File: config.mk
export PLATFORM = sky130hd
export DESIGN_NAME = ets_phase_stepper_flat
export DESIGN_NICKNAME = d
export VERILOG_FILES = /design/src/rtl/ets_phase_stepper_if.sv /design/src/rtl/ets_phase_stepper.sv /design/src/flat_wrapper.sv
export SDC_FILE = /design/constraint.sdc
export NUM_CORES = 1
export LEC_CHECK = 0
export ABC_AREA = 1
export BUFFER_PORTS_ARGS = -buffer_cell sky130_fd_sc_hd__buf_4
export CAP_MARGIN = 5
export CORE_MARGIN = 1
export CORE_UTILIZATION = 57
export DETAILED_ROUTE_END_ITERATION = 10
export PLACE_DENSITY = 0.86
export RECOVER_POWER = 25
export SETUP_SLACK_MARGIN = 0.15
export SYNTH_ARGS = -nofsm -noshare
export SYNTH_HDL_FRONTEND = slang
export SYNTH_SLANG_ARGS = --single-unit
File: constraint.sdc
create_clock -name sample_clk -period 1.7 [get_ports sample_clk]
set_clock_uncertainty 0.05 [all_clocks]
set_input_delay 0.17 -clock sample_clk [delete_from_list [all_inputs] [get_ports sample_clk]]
set_output_delay 0.17 -clock sample_clk [all_outputs]
set_load 0.02 [all_outputs]
File: src/rtl/ets_phase_stepper_if.sv
// Sampler and MMCM-facing signal bundle for ets_phase_stepper.
// The stepper connects through the slave modport; its environment uses master.
interface ets_phase_stepper_if;
    logic        shift;
    logic        shift_done;
    logic        rewind;
    logic        rewind_done;
    logic        psen;
    logic        psincdec;
    logic        psdone;
    logic [31:0] vernier_q;
    logic        busy;
    logic        timeout_err;
    logic        overrun_err;

    modport master (
        output shift, rewind, psdone,
        input  shift_done, rewind_done, psen, psincdec, vernier_q, busy,
               timeout_err, overrun_err
    );

    modport slave (
        input  shift, rewind, psdone,
        output shift_done, rewind_done, psen, psincdec, vernier_q, busy,
               timeout_err, overrun_err
    );
endinterface

File: src/rtl/ets_phase_stepper.sv
// Steps the MMCM dynamic phase shifter on sampler shift/rewind requests and tracks the Vernier phase.
// Optional post-shift settle delay is enabled by defining ETS_PS_SETTLE_EN.
module ets_phase_stepper #(
    parameter int unsigned STEPS_PER_SHIFT = 1,
    parameter int unsigned PHASE_PERIOD    = 560,
    parameter int unsigned PSDONE_TIMEOUT  = 255,
    parameter int unsigned SETTLE_CYCLES   = 16
) (
    input  logic               sample_clk,
    input  logic               reset,
    ets_phase_stepper_if.slave bus
);
    localparam int unsigned POS_W = (PHASE_PERIOD > 1) ? $clog2(PHASE_PERIOD) : 1;
    localparam int unsigned REM_W = (POS_W > 8) ? POS_W : 8;
    localparam int unsigned TMR_W = (PSDONE_TIMEOUT > 0) ? $clog2(PSDONE_TIMEOUT + 1) : 1;
    localparam logic [POS_W-1:0] POS_MAX = POS_W'(PHASE_PERIOD - 1);
    localparam logic [TMR_W-1:0] TMR_MAX = TMR_W'(PSDONE_TIMEOUT);

    if (STEPS_PER_SHIFT < 1 || STEPS_PER_SHIFT > 255 || PHASE_PERIOD < 2 ||
        PSDONE_TIMEOUT < 1 || SETTLE_CYCLES > 65535) begin : g_param_check
        $error("ets_phase_stepper: parameter out of range");
    end

    typedef enum logic [2:0] {
        IDLE   = 3'd0,
        PULSE  = 3'd1,
        WAIT   = 3'd2,
`ifdef ETS_PS_SETTLE_EN
        SETTLE = 3'd4,
`endif
        ACK    = 3'd3
    } state_t;

    state_t           state, state_nx;
    logic [POS_W-1:0] pos, pos_nx;
    logic [REM_W-1:0] rem, rem_nx;
    logic [TMR_W-1:0] tmr, tmr_nx;
    logic             dir_inc, dir_inc_nx;
    logic             mode_rew, mode_rew_nx;
    logic             timeout_r, timeout_nx;
    logic             overrun_r, overrun_nx;
    logic             psdone_q;
    logic             psen_r, psincdec_r, shift_done_r, rewind_done_r, busy_r;

`ifdef ETS_PS_SETTLE_EN
    localparam int unsigned SET_W = (SETTLE_CYCLES > 0) ? $clog2(SETTLE_CYCLES + 1) : 1;
    localparam logic [SET_W-1:0] SET_MAX = SET_W'(SETTLE_CYCLES);
    logic [SET_W-1:0] settle_cnt, settle_nx;
`endif

    // Next-state and datapath updates.
    always_comb begin
        state_nx    = state;
        pos_nx      = pos;
        rem_nx      = rem;
        tmr_nx      = tmr;
        dir_inc_nx  = dir_inc;
        mode_rew_nx = mode_rew;
        timeout_nx  = timeout_r;
        overrun_nx  = overrun_r;
`ifdef ETS_PS_SETTLE_EN
        settle_nx   = settle_cnt;
`endif
        // A shift that cannot be accepted (busy, or losing to rewind) is dropped and flagged.
        if (bus.shift && (state != IDLE || bus.rewind)) begin
            overrun_nx = 1'b1;
        end

        case (state)
            IDLE: begin
                if (bus.rewind) begin
                    mode_rew_nx = 1'b1;
                    dir_inc_nx  = 1'b0;
                    if (pos != '0) begin
                        rem_nx   = REM_W'(pos);
                        state_nx = PULSE;
                    end else begin
                        state_nx = ACK;
                    end
                end else if (bus.shift) begin
                    mode_rew_nx = 1'b0;
                    dir_inc_nx  = 1'b1;
                    rem_nx      = REM_W'(STEPS_PER_SHIFT);
                    state_nx    = PULSE;
                end
            end
            PULSE: begin
                tmr_nx   = '0;
                state_nx = WAIT;
            end
            WAIT: begin
                // psdone wins over a timer expiring in the same cycle.
                if (psdone_q) begin
                    if (dir_inc) begin
                        pos_nx = (pos == POS_MAX) ? '0 : pos + POS_W'(1);
                    end else begin
                        pos_nx = (pos == '0) ? POS_MAX : pos - POS_W'(1);
                    end
                    rem_nx = rem - REM_W'(1);
                    if (rem == REM_W'(1)) begin
`ifdef ETS_PS_SETTLE_EN
                        settle_nx = '0;
                        state_nx  = SETTLE;
`else
                        state_nx  = ACK;
`endif
                    end else begin
                        state_nx = PULSE;
                    end
                end else if (tmr == TMR_MAX) begin
                    timeout_nx = 1'b1;
                    state_nx   = ACK;
                end else begin
                    tmr_nx = tmr + TMR_W'(1);
                end
            end
`ifdef ETS_PS_SETTLE_EN
            SETTLE: begin
                if (settle_cnt == SET_MAX) begin
                    state_nx = ACK;
                end else begin
                    settle_nx = settle_cnt + SET_W'(1);
                end
            end
`endif
            ACK: begin
                state_nx = IDLE;
            end
            default: begin
                state_nx = IDLE;
            end
        endcase
    end

    // State, datapath and registered outputs; outputs are decoded from the next state.
    always_ff @(posedge sample_clk) begin
        if (reset) begin
            state         <= IDLE;
            pos           <= '0;
            rem           <= '0;
            tmr           <= '0;
            dir_inc       <= 1'b0;
            mode_rew      <= 1'b0;
            timeout_r     <= 1'b0;
            overrun_r     <= 1'b0;
            psdone_q      <= 1'b0;
            psen_r        <= 1'b0;
            psincdec_r    <= 1'b0;
            shift_done_r  <= 1'b0;
            rewind_done_r <= 1'b0;
            busy_r        <= 1'b0;
`ifdef ETS_PS_SETTLE_EN
            settle_cnt    <= '0;
`endif
        end else begin
            state         <= state_nx;
            pos           <= pos_nx;
            rem           <= rem_nx;
            tmr           <= tmr_nx;
            dir_inc       <= dir_inc_nx;
            mode_rew      <= mode_rew_nx;
            timeout_r     <= timeout_nx;
            overrun_r     <= overrun_nx;
            psdone_q      <= bus.psdone && (state == WAIT);
            psen_r        <= (state_nx == PULSE);
            psincdec_r    <= (state_nx == PULSE) && dir_inc_nx;
            shift_done_r  <= (state_nx == ACK) && !mode_rew_nx;
            rewind_done_r <= (state_nx == ACK) && mode_rew_nx;
            busy_r        <= (state_nx != IDLE);
`ifdef ETS_PS_SETTLE_EN
            settle_cnt    <= settle_nx;
`endif
        end
    end

    assign bus.psen        = psen_r;
    assign bus.psincdec    = psincdec_r;
    assign bus.shift_done  = shift_done_r;
    assign bus.rewind_done = rewind_done_r;
    assign bus.busy        = busy_r;
    assign bus.timeout_err = timeout_r;
    assign bus.overrun_err = overrun_r;
    assign bus.vernier_q   = 32'(pos);
endmodule

File: src/flat_wrapper.sv
// flat-port wrapper written by rule: the top's interface ports become plain ports
module ets_phase_stepper_flat 
#(
    parameter int unsigned STEPS_PER_SHIFT = 1,
    parameter int unsigned PHASE_PERIOD    = 560,
    parameter int unsigned PSDONE_TIMEOUT  = 255,
    parameter int unsigned SETTLE_CYCLES   = 16
)
  (sample_clk, reset, bus_shift, bus_rewind, bus_psdone, bus_shift_done, bus_rewind_done, bus_psen, bus_psincdec, bus_vernier_q, bus_busy, bus_timeout_err, bus_overrun_err);
  ets_phase_stepper_if bus_i ();
  input  logic sample_clk;
  input  logic reset;
  input wire logic [$bits(bus_i.shift)-1:0] bus_shift;
  input wire logic [$bits(bus_i.rewind)-1:0] bus_rewind;
  input wire logic [$bits(bus_i.psdone)-1:0] bus_psdone;
  output wire logic [$bits(bus_i.shift_done)-1:0] bus_shift_done;
  output wire logic [$bits(bus_i.rewind_done)-1:0] bus_rewind_done;
  output wire logic [$bits(bus_i.psen)-1:0] bus_psen;
  output wire logic [$bits(bus_i.psincdec)-1:0] bus_psincdec;
  output wire logic [$bits(bus_i.vernier_q)-1:0] bus_vernier_q;
  output wire logic [$bits(bus_i.busy)-1:0] bus_busy;
  output wire logic [$bits(bus_i.timeout_err)-1:0] bus_timeout_err;
  output wire logic [$bits(bus_i.overrun_err)-1:0] bus_overrun_err;
  assign bus_i.shift = bus_shift;
  assign bus_i.rewind = bus_rewind;
  assign bus_i.psdone = bus_psdone;
  assign bus_shift_done = bus_i.shift_done;
  assign bus_rewind_done = bus_i.rewind_done;
  assign bus_psen = bus_i.psen;
  assign bus_psincdec = bus_i.psincdec;
  assign bus_vernier_q = bus_i.vernier_q;
  assign bus_busy = bus_i.busy;
  assign bus_timeout_err = bus_i.timeout_err;
  assign bus_overrun_err = bus_i.overrun_err;
  ets_phase_stepper #(.STEPS_PER_SHIFT(STEPS_PER_SHIFT), .PHASE_PERIOD(PHASE_PERIOD), .PSDONE_TIMEOUT(PSDONE_TIMEOUT), .SETTLE_CYCLES(SETTLE_CYCLES)) u_core (.sample_clk(sample_clk), .reset(reset), .bus(bus_i));
endmodule
==> impl.org <==
** CTS
- Number of buffers on the longest clock path :: 2
- The tree is rooted in a clkbuf_8.
- Buffers inserted to repair hold after CTS numbered 0.
- Clock tree from TritonCTS :: built
- CTS saw 41 sinks.
- The number of clock buffers added by TritonCTS is 5.
- Clock latency on the worst-skew pair, taken at its later pin, is 0.29 ns.
- The H-tree was split into 2 levels.
- Reg clk slew, reported paths :: 0.09 ns

** Synthesis
- Top cells by count, synth :: 99 x nand2_1, 71 x nor2_1, 49 x inv_1
- Yosys Warn Count :: 0
- Yosys mapped a number of flops with a built-in enable equal to 0.
- Most frequent cell after synthesis :: nand2_1
- Share of synthesized registers carrying an async set or reset :: 0%
- After synthesis the cells add up to 0.00277 mm2.
- Summed over all instances, the cell type with the most area after synthesis is dfxtp_1.
- Average cell area after synthesis :: 6.35 um2
- Counting every instance in the synthesized netlist gives 436.
- Commonest register cell after synthesis :: dfxtp_1
- Counting flops and latches in the post-synthesis netlist gives 41.
- The share of the Yosys chip area taken by registers is 29.7%.
- Distinct cells, synth :: 33
- The share of synthesized area in the top cell type comes to 29.7%.
- Yosys attributes the largest share of cell area to dfxtp_1 30%, nand2_1 13%, nor2_1 9.6%, nand3_1 7.1%, inv_1 6.6%.

** Hold path
- The min-delay analysis places its worst path in the category in -> reg.

** STA
- The worst path uses 91.3% of the clock period.
- Setup repair after global routing missed its margin :: yes
- For the finished layout, the period the worst path requires is 1.55 ns.
- Accumulated negative setup slack :: 0 ns
- The final count of hold timing violations came to 0.
- Final count of negative-setup-slack endpoints :: 0
- Total count of max-transition violations in the final report :: 0
- Highest achievable clock rate :: 0.644 GHz
- Slew margin rel. :: 62.7%
- Actual slew at the worst max-slew pin :: 0.557 ns

** Power and ir drop
- P_int :: 1.60 mW
- Summed over all nets, the switching power comes to 0.679 mW.
- Worst-case vdd ir drop :: 0.450 mV
- Sequential group share of total power :: 44.7%
- Proportion of total power due to net switching :: 29.8%
- Static Leak :: 1.53 nW
- Power density relative to cell area :: 696 mW/mm2
- Combinational cells account for 18.1% of the total power.
- Per report_power, the clock group accounts for 37.2% of the total.

** Place
- Port Buf Inserts :: 21
- Including well taps, the total number of placed cells is 509.
- HPWL after detailed placement :: 4730 um
- Final GP Congestion :: 0.905

** GRT
- Number of antenna violations at the first check in global routing :: 0
- The via count of the first global-routing pass came to 2,548.
- Total global routing track utilization :: 26.8%
- Total overflow reported by the global router :: 0
- Largest net degree at the start of global routing :: 19
- The first global-routing pass estimated 11,200 um of wire.

** Drt
- In the final routed layout, each cell accounts on average for 13.8 um.
- The final layout contains routed wiring with a total length of 7280 um.
- Per-cell via count in the routed design :: 5.57
- For this block, the via count after detailed routing is 2,932.
- Remaining number of nets flagged by the antenna check after routing :: 0
- After detailed routing, the number of remaining DRC violations is 0.
- Initial detailed-routing violation count :: 274
- Number of search-and-repair iterations in the first detailed-routing pass :: 5

** Finish
- Once layout is complete, the utilization of the core stands at 72.7%.
- The layout has 356 filler cells.
- Compared with the post-synthesis result, the final layout area differs by 18.3%.
- In the final design database the tool counted 483 nets.
- In the final layout, the share of cells above drive strength 1 is 20.0%.
- Final antenna diode count :: 0
- Leaving out filler cells and counting taps, the final layout contains 526.

** Critical path
- The critical path is of the reg -> reg type.
- STA classifies the critical path startpoint as a flop.
- Arrival time at the worst endpoint :: 1.71 ns
- Critical path fanouts, max :: 8
- Sequence of cells on the critical path :: nor2_1 -> nand3_4 -> nor2_4 -> nand2_4 -> nand3_4 -> nand2_1 -> a21oi_1
- Most prevalent standard cell on the critical path :: nand3_4
- At the worst endpoint, the required time is 1.86 ns.
- Element type at the critical path end :: flop
- In this design, the stage delay of the slowest critical-path cell is 0.40 ns.
- The slowest stage of the critical path belongs to the cell dfxtp_1.

** Floorplan
- Die Area :: 0.00514 mm2
- Core region area :: 0.00450 mm2
- Number of placement rows :: 24
- 44 I/O pins were placed.
- Measured along the y axis, the die boundary spans 71.7 um.
- The initial utilization of the core area, before any placement, comes to 61.4%.
- Die Width :: 71.7 um

** Run status
- Status :: completed

** Job
- Across the run, the number of max-cap violations was 0.
==> power groups by stage <==
stage	Combinational [mW]	Clock (mW)	Sequential, mW
5_1_grt	0.453	0.894	1.02
4_1_cts	0.361	0.852	1.02
3_5_place_dp	0.352	0	1.04
3_3_place_gp	0.345	0	1.04
2_1_floorplan	0.311	0	1.05
6_report	0.412	0.847	1.02
==> critical path: cells and delay by family (launching register included) <==
kind	cells	cell delay [ns]
DFF	1	0.40
AOI/OAI and AO/OA	1	0.18
and+or+nand+nor	6	0.82
==> registers in the layout (all words and copies together) (netlist names), 3 cells and up <==
signal and flops:
u_core.tmr 8, u_core.pos 10, u_core.state 3, u_core.rem 10
==> cell type report <==
class | instances | area (um2) | share of cell area [%]
Clock inverter | 2 | 37.5 | 1.15
Inverter | 52 | 200 | 6.11
Clock buffer | 6 | 82.6 | 2.52
Tap cell | 52 | 65.1 | 1.99
Multi-Input combinational cell | 331 | 1760 | 53.8
Sequential cell | 41 | 840 | 25.6
Timing Repair Buffer | 42 | 289 | 8.83
==> worst paths after layout <==
| kind | from | endpoint | slack [ns] | cells past startpoint |
|---|---|---|---|---|
| min | bus_psdone | u_core.psdone_q | 0.08 | 3 |
| max reg2reg | u_core.pos[4] | u_core.rem[0] | 0.15 | 7 |
| max | u_core.pos[4] | u_core.rem[0] | 0.15 | 7 |
| min reg2reg | u_core.bus.overrun_err | u_core.bus.overrun_err | 0.42 | 2 |
==> through the flow <==
| stage | setup slack, ns | hold WS (ns) | power, mW | instance area, um2 |
|---|---|---|---|---|
| 2_1_floorplan | 0.170 | 0.247 | 1.36 | 2860 |
| 3_3_place_gp | 0.131 | 0.389 | 1.38 | 2940 |
| 3_5_place_dp | 0.0835 | 0.396 | 1.39 | 2940 |
| 4_1_cts | 0.157 | 0.0838 | 2.23 | 3100 |
| 5_1_grt | 0.0648 | 0.0819 | 2.37 | 3270 |
| 6_report | 0.148 | 0.0815 | 2.28 | 3270 |
==> cells by family (layout without fill, tap and decap cells) <==
group / after synthesis / after routing / share of synthesized area, %
buffers and inverters: 87 / 102 / 15.7
and+or+nand+nor: 239 / 240 / 39.8
AOI/OAI and AO/OA: 59 / 59 / 11.2
xor gates and xnor gates: 4 / 4 / 1.27
DFF: 41 / 41 / 29.7
other: 1 / 23 / 0.135
adders and majority gates: 5 / 5 / 2.26
==> placed cells by master, fill, tap and decap left out, drive strengths merged <==
master and instances:
a211oi 1, a21o 1, a21oi 25, buf 34, bufinv 1, clkbuf 14, clkinv 1, clkinvlp 1
conb 23, dfxtp 41, ha 5, inv 51, nand2 104, nand3 43, nand3b 1, nand4 11
nor2 76, nor3 3, nor3b 2, o211ai 1, o21ai 28, o21bai 2, o31ai 1, xor2 4
==> routing by layer <==
metal | track usage (%) | routed length (um) | vias up
li1 | - | - | 1425
met1 | 34.3 | 2970 | 1345
met2 | 46.9 | 3660 | 143
met3 | 4.08 | 545 | 19
met4 | 7.41 | 114 | 0
met5 | 0 | 0 | -
==> what timing repair did <==
action / in CTS / in global routing
resized for setup: 7 / 51
setup buffers: 2 / 6
pin swaps: 1 / 11
setup endpoints to repair: 15 / 31
gates cloned: 0 / 1
Note: power is estimated with default switching activity, not from simulation.
